### src/rtl/serial_adder_if.sv
// ---------------------------------------------------------------------------
// serial_adder_if
//   Bundles the operand handshake and the result bus of serial_adder.
//   master : operand source / result consumer (drives start, a, b, cin)
//   slave  : the serial adder (drives busy, done, sum, cout[, ovf])
//
//   Signals:
//     start  request, sampled by the adder only while idle
//     a, b   WIDTH-bit operands, cin carry-in (captured on acceptance)
//     busy   adder is shifting or presenting its result
//     done   one-cycle pulse, sum/cout (and ovf) valid
//     sum    WIDTH-bit registered result, cout registered carry-out
//     ovf    two's-complement overflow, present only with SERIAL_ADD_OVF_EN
// ---------------------------------------------------------------------------
interface serial_adder_if #(
  parameter int WIDTH = 8
);
  logic             start;
  logic [WIDTH-1:0] a;
  logic [WIDTH-1:0] b;
  logic             cin;
  logic             busy;
  logic             done;
  logic [WIDTH-1:0] sum;
  logic             cout;
`ifdef SERIAL_ADD_OVF_EN
  logic             ovf;

  modport master (output start, a, b, cin, input busy, done, sum, cout, ovf);
  modport slave  (input start, a, b, cin, output busy, done, sum, cout, ovf);
`else
  modport master (output start, a, b, cin, input busy, done, sum, cout);
  modport slave  (input start, a, b, cin, output busy, done, sum, cout);
`endif
endinterface

### src/rtl/serial_adder.sv
// ---------------------------------------------------------------------------
// serial_adder
//   Bit-serial WIDTH-bit adder. One full-adder slice and a registered carry
//   process one bit pair per clock, LSB first; the sum bits are collected in
//   a shift register and published in parallel together with cout and a
//   one-cycle done pulse. An operation occupies WIDTH+2 cycles
//   (IDLE accept, WIDTH x SHIFT, DONE).
//
//   Ports:
//     clk    clock, all state updates on the rising edge
//     rst_n  asynchronous active-low reset
//     bus    serial_adder_if.slave: start/a/b/cin in, busy/done/sum/cout out
//
//   Optional feature macro: SERIAL_ADD_OVF_EN
//     When defined, bus.ovf reports two's-complement overflow
//     (carry into MSB XOR carry out of MSB), registered with sum/cout.
//     When undefined, no ovf port and no MSB-carry capture exist.
// ---------------------------------------------------------------------------
module serial_adder #(
  parameter int WIDTH = 8
) (
  input  logic          clk,
  input  logic          rst_n,
  serial_adder_if.slave bus
);

  localparam int                CNT_W    = $clog2(WIDTH);
  localparam logic [CNT_W-1:0] CNT_LAST = CNT_W'(WIDTH - 1);

  typedef enum logic [1:0] {
    IDLE  = 2'd0,
    SHIFT = 2'd1,
    DONE  = 2'd2
  } state_e;

  state_e           state_q, state_d;
  logic [WIDTH-1:0] a_sr_q, a_sr_d;
  logic [WIDTH-1:0] b_sr_q, b_sr_d;
  logic [WIDTH-1:0] s_sr_q, s_sr_d;
  logic [WIDTH-1:0] sum_q, sum_d;
  logic             carry_q, carry_d;
  logic             cout_q, cout_d;
  logic [CNT_W-1:0] cnt_q, cnt_d;
`ifdef SERIAL_ADD_OVF_EN
  logic             ovf_q, ovf_d;
`endif

  // Full-adder slice on the current LSB pair and the registered carry.
  logic fa_s, fa_c;
  assign fa_s = a_sr_q[0] ^ b_sr_q[0] ^ carry_q;
  assign fa_c = (a_sr_q[0] & b_sr_q[0]) | (carry_q & (a_sr_q[0] ^ b_sr_q[0]));

  // NOTE: every _d gets its hold value first so no path through the case
  // leaves a signal unassigned, which would otherwise infer a latch.
  always_comb begin
    state_d = state_q;
    a_sr_d  = a_sr_q;
    b_sr_d  = b_sr_q;
    s_sr_d  = s_sr_q;
    carry_d = carry_q;
    cnt_d   = cnt_q;
    sum_d   = sum_q;
    cout_d  = cout_q;
`ifdef SERIAL_ADD_OVF_EN
    ovf_d   = ovf_q;
`endif

    unique case (state_q)
      IDLE: begin
        if (bus.start) begin
          a_sr_d  = bus.a;
          b_sr_d  = bus.b;
          carry_d = bus.cin;
          cnt_d   = '0;
          state_d = SHIFT;
        end
      end

      SHIFT: begin
        s_sr_d  = {fa_s, s_sr_q[WIDTH-1:1]};
        a_sr_d  = a_sr_q >> 1;
        b_sr_d  = b_sr_q >> 1;
        carry_d = fa_c;
        cnt_d   = cnt_q + 1'b1;
        if (cnt_q == CNT_LAST) begin
          // Last bit: publish the completed word; carry_q is the carry into
          // the MSB and fa_c the carry out of it.
          sum_d   = {fa_s, s_sr_q[WIDTH-1:1]};
          cout_d  = fa_c;
`ifdef SERIAL_ADD_OVF_EN
          ovf_d   = carry_q ^ fa_c;
`endif
          state_d = DONE;
        end
      end

      DONE: begin
        state_d = IDLE;
      end

      default: begin
        state_d = IDLE;
      end
    endcase
  end

  // NOTE: sequential state uses non-blocking assignments only, so every
  // register samples the pre-edge values regardless of statement order.
  // The datapath registers are reset as well, because an aborted operation
  // must leave no stale operand, carry or count behind.
  always_ff @(posedge clk or negedge rst_n) begin
    if (!rst_n) begin
      state_q <= IDLE;
      a_sr_q  <= '0;
      b_sr_q  <= '0;
      s_sr_q  <= '0;
      carry_q <= 1'b0;
      cnt_q   <= '0;
      sum_q   <= '0;
      cout_q  <= 1'b0;
`ifdef SERIAL_ADD_OVF_EN
      ovf_q   <= 1'b0;
`endif
    end else begin
      state_q <= state_d;
      a_sr_q  <= a_sr_d;
      b_sr_q  <= b_sr_d;
      s_sr_q  <= s_sr_d;
      carry_q <= carry_d;
      cnt_q   <= cnt_d;
      sum_q   <= sum_d;
      cout_q  <= cout_d;
`ifdef SERIAL_ADD_OVF_EN
      ovf_q   <= ovf_d;
`endif
    end
  end

  assign bus.busy = (state_q != IDLE);
  assign bus.done = (state_q == DONE);
  assign bus.sum  = sum_q;
  assign bus.cout = cout_q;
`ifdef SERIAL_ADD_OVF_EN
  assign bus.ovf  = ovf_q;
`endif

endmodule
### src/flat_wrapper.sv
// flat-port wrapper written by rule: the top's interface ports become plain ports
module serial_adder_flat 
#(
  parameter int WIDTH = 8
)
  (clk, rst_n, bus_start, bus_a, bus_b, bus_cin, bus_busy, bus_done, bus_sum, bus_cout);
  serial_adder_if #(.WIDTH(WIDTH)) bus_i ();
  input  logic clk;
  input  logic rst_n;
  input wire logic [$bits(bus_i.start)-1:0] bus_start;
  input wire logic [$bits(bus_i.a)-1:0] bus_a;
  input wire logic [$bits(bus_i.b)-1:0] bus_b;
  input wire logic [$bits(bus_i.cin)-1:0] bus_cin;
  output wire logic [$bits(bus_i.busy)-1:0] bus_busy;
  output wire logic [$bits(bus_i.done)-1:0] bus_done;
  output wire logic [$bits(bus_i.sum)-1:0] bus_sum;
  output wire logic [$bits(bus_i.cout)-1:0] bus_cout;
  assign bus_i.start = bus_start;
  assign bus_i.a = bus_a;
  assign bus_i.b = bus_b;
  assign bus_i.cin = bus_cin;
  assign bus_busy = bus_i.busy;
  assign bus_done = bus_i.done;
  assign bus_sum = bus_i.sum;
  assign bus_cout = bus_i.cout;
  serial_adder #(.WIDTH(WIDTH)) u_core (.clk(clk), .rst_n(rst_n), .bus(bus_i));
endmodule
### config.mk
export PLATFORM = sky130hd
export DESIGN_NAME = serial_adder_flat
export DESIGN_NICKNAME = d
export VERILOG_FILES = /design/src/rtl/serial_adder_if.sv /design/src/rtl/serial_adder.sv /design/src/flat_wrapper.sv
export SDC_FILE = /design/constraint.sdc
export NUM_CORES = 1
export LEC_CHECK = 0
export CORE_MARGIN = 1.5
export CORE_UTILIZATION = 54
export CTS_BUF_LIST = sky130_fd_sc_hd__clkbuf_8
export DETAILED_ROUTE_END_ITERATION = 16
export GPL_ROUTABILITY_DRIVEN = 0
export GPL_TIMING_DRIVEN = 0
export PLACE_DENSITY = 0.85
export SLEW_MARGIN = 10
export SYNTH_ARGS = -nofsm -noshare
export SYNTH_HDL_FRONTEND = slang
export SYNTH_SLANG_ARGS = --single-unit
export TNS_END_PERCENT = 10
### constraint.sdc
create_clock -name clk -period 1.65 [get_ports clk]
set_input_delay 0.4125 -clock clk [delete_from_list [all_inputs] [get_ports clk]]
set_output_delay 0.4125 -clock clk [all_outputs]
set_load 0.02 [all_outputs]
* Word-level counts from Yosys, hierarchy flattened
Cells that the tools add are included.
** Word-level totals
- Logic and storage cells :: 36
- Bits of input ports :: 20
- Register bits :: 39
** Cells by class
- Bitwise gates (word level) :: 5
- Equal/unequal tests :: 5
- Multiplexer cells :: 11
- Add/sub/neg operators :: 1
- Reductions and logical operators :: 6
** Operator list (count)
- $pmux W8 S2 :: 2
- $mux W8 :: 2
- $pmux W3 S2 :: 1
- $reduce_and A2 Y1 :: 3
- $mux W2 :: 2
- $pmux W2 S2 :: 1
- $reduce_bool A2 Y1 :: 2
- $add A3 B1 Y3 const B :: 1
- $eq A3 B3 Y1 const B :: 1
- $mux W3 :: 1
- $and A1 B1 Y1 :: 2
- $eq A2 B1 Y1 const B :: 1
- $eq A2 B2 Y1 const B :: 1
- $logic_not A2 Y1 :: 1
- $ne A2 B1 Y1 const B :: 1
- $ne A2 B2 Y1 const B :: 1
- $pmux W1 S2 :: 1
- $xor A1 B1 Y1 :: 2
- $mux W1 :: 1
- $or A1 B1 Y1 :: 1

* Longest topological paths before layout
- Word-level depth :: 4
- Gate-level depth with buffers :: 5
- Mapped depth without buffers :: 4

* Worst setup path before layout
OpenSTA, ideal clock, no wires.
- Path kind :: reg2out
- From :: reg u_core.state_q[0]
- To :: out bus_done
- Cell stages (with the launch flop) :: 4
- Required time :: 1.237 ns
- Arrival :: 1.060 ns
- Setup slack :: 0.178 ns
- Cells stage by stage :: dfrtp_1 buf_6 buf_2 nor2b_1
** On the way
- Cells in the longest elaborated chain, start to end :: 1
** RTL lines
- from (decl) :: line serial_adder.sv:36 : state_e state_q, state_d;
- from (signal assigned) :: line serial_adder.sv:125 : state_q <= state_d;
- $eq A2 B2 Y1 :: line serial_adder.sv:140 : assign bus.done = (state_q == DONE);
- to (decl) :: line flat_wrapper.sv:15 : output wire logic [$bits(bus_i.done)-1:0] bus_done;
Every way passes these cells.

* Worst setup path in the final report
- From :: reg u_core.state_q[1]
- To :: out bus_done
Same word-level chain as after synthesis.

==> metrics <==
status complete, no violations; Final HPWL DP 2.442 mm; dominant cells by area after synthesis dfrtp_1, mux2_4, nor4b_1; number of buffers and inverters on the critical path 3; Final Critical Period 1.630 ns; CP startpoint u_core.state_q[1]$_DFFE_PN0P_; cell with the largest stage delay on the worst path dfrtp_1; final count of hold timing violations 0; clk sinks 38; max-cap violation count 0; Design Area, Final between 2000 and 2500 um2; area leader, netlist dfrtp_1; CTS buffer count 5; CTS Buffer Depth 2; Worst slew margin 0.4421; Main synth FF type dfrtp_1; root buffer cell clkbuf_8; Die Width 61.24 um; core area 3128 um2; Power, Total 0.004285 W; CTS tree yes; commonest non-fill, non-tap cell in the layout dfrtp_1; number of flops mapped to enable cells by yosys 0; std cell rows 20; FF-to-FF path depth 5; H-tree levels 2; Worst R2R End u_core.bus.sum[6]$_DFFE_PN0P_; Pre-antenna DRT Iters 4; max-slew violations 0; number of global-route vias before repair 1272; CP max FO 10; Die Ht 61.24 um; GRT Residual Overflow 0; hold_buf cts 0; ANT cells 0; pre-CTS setup slack -0.2940 ns; Crit path arrival time 1.22 ns; final core utilization 0.7408; first-pass GRT wire length ~5.9 mm; RR Startpoint u_core.cnt_q[0]$_DFFE_PN0P_; Ports 31; layout cells sized above 1 0.2584; Netlist Area Pre-Place 1832 um2; fmax slightly above 600 MHz; Synth Warn # 0; fin crit share 0.9876; PwrDens roughly 1800 nW/um2; Placed Area 2182 um2; Startpoint Class flop; WP depth 4; Worst R2R Setup Slack around 0.12 ns; Setup crit end kind primary output; non-filler cells, final 222; initial core utilization 0.5856; RSZ-0062 raised after global routing yes; antenna violations before repair 0; pin count of the biggest net entering global routing 39; Antenna Nets Post-Route 0; Worst path max stage delay 0.38 ns; leading cell types in the layout, fill and taps excluded dfrtp_1, clkdlybuf4s50_1, inv_1; async set-or-reset flop fraction in the synthesized netlist 1.000; worst clock skew 0.004562 ns; First DRT Iteration DRCs 46; drt drc 0; vias after detailed routing 1223; clk_lat worst skew 0.28 ns; Post-Syn Nets 162; placed insts 213; Worst Path Required 1.24 ns; crit path capture bus_done; Clock transition at path regs 0.07 ns; cell family with most CP delay buffers and inverters; worst slew pin tran 0.8369 ns; wire per inst 15.83 um; leakage power 1.053 nW; DRT Wirelength between 3 and 4 mm; CP cell instances buf_6 -> buf_8 -> nor2b_4 -> buf_6; Seq cells post-synth 38; most used cell, CP buf_6; register area share after synthesis 0.5191; Yosys top cell area share 0.5191; Final WS setup roughly 0.020 ns; Area Growth Syn to Fin 26.50%; worst hold path class in -> async; Avg Inst Size Synth 13.18 um2; vias per inst 5.509; kind of critical path reg -> out; Peak VDD IR 0.8147 mV; Synth Instances 139; number of buffers added on ports 30; die area ~3800 um2; Final Setup Violations 0; post-synth cell types 30; Final nets 200; GRT Overall Usage 0.2184
where the power goes:
part	internal (W)	switching (W)
Combinational	0.00103	0.000850
Sequential	0.00139	0.000264
Clock	0.000440	0.000312
what timing repair did:
| action | in CTS | in global routing |
|---|---|---|
| buffers inserted | 2 | 0 |
| endpoints found under the setup margin | 11 | 9 |
| pin swaps | 0 | 0 |
| cloned | 0 | 0 |
| resized for setup | 25 | 3 |
state kept, by name, summed over array words and instances (netlist names):
signal           count
u_core.state_q       2
u_core.bus.sum       8
u_core.a_sr_q        8
u_core.b_sr_q        8
u_core.bus.cout      1
u_core.s_sr_q        7
u_core.carry_q       1
u_core.cnt_q         3
metal layers:
layer  wire length, um  track usage  share of wire  vias to the layer above
met4                19      0.04969         0.0054                        0
met2              1779       0.3875           0.51                       32
li1                  -            -              -                      580
met5                 0            0              0                        -
met1              1588       0.2668           0.45                      607
met3               128      0.05672          0.036                        4
kinds of logic after synthesis:
kind of cell / Yosys count / synth area share
mux: 17 / 0.1264
compound gates: 22 / 0.1066
buf+inv: 25 / 0.07650
fa+ha+maj: 3 / 0.02459
flops: 38 / 0.5191
simple gates: 34 / 0.1469
worst min path at each step:
stage                                           start                            end  slack (ns)  depth (start not counted)
after CTS                                       rst_n    u_core.cnt_q[1]$_DFFE_PN0P_        0.25                          1
after floorplan                                 rst_n   u_core.a_sr_q[0]$_DFFE_PN0P_        0.12                          0
after global placement    u_core.cnt_q[0]$_DFFE_PN0P_    u_core.cnt_q[0]$_DFFE_PN0P_        0.47                          1
after detailed placement  u_core.cnt_q[0]$_DFFE_PN0P_    u_core.cnt_q[0]$_DFFE_PN0P_        0.48                          1
after global routing                            rst_n   u_core.s_sr_q[1]$_DFFE_PN0P_        0.28                          1
final                                           rst_n  u_core.bus.sum[1]$_DFFE_PN0P_        0.23                          1
cell usage after synthesis, types with 2 or more instances:
cell type  instances
or4b_1             3
a211oi_1          11
nor2b_1            2
buf_2              4
inv_1             14
dfrtp_1           38
nand2_1            2
mux2_4            11
nor4b_1           11
ha_1               2
buf_6              5
o221a_2            3
a22o_1             2
nor3b_1           11
mux2_2             5
final cells by class:
| cell class | count | area [um2] |
|---|---|---|
| flip-flops and latches | 38 | 952.2 |
| fillers | 229 | 810.8 |
| multi-input cells | 76 | 755.7 |
| repair buffers | 32 | 295.3 |
| plain buffers | 10 | 100.1 |
| clock buffers | 5 | 68.82 |
| well taps | 44 | 55.05 |
| inverters | 14 | 52.55 |
| clock inverters | 3 | 37.54 |
stage by stage:
step	TNS [ns]	hold WS (ns)
floorplan	0	0.1169
global placement	-26.40	0.4724
detailed placement	-2.652	0.4779
CTS	-0.01767	0.2534
global route	-0.06896	0.2805
finish	0	0.2308
(Power assumes the default switching activity.)
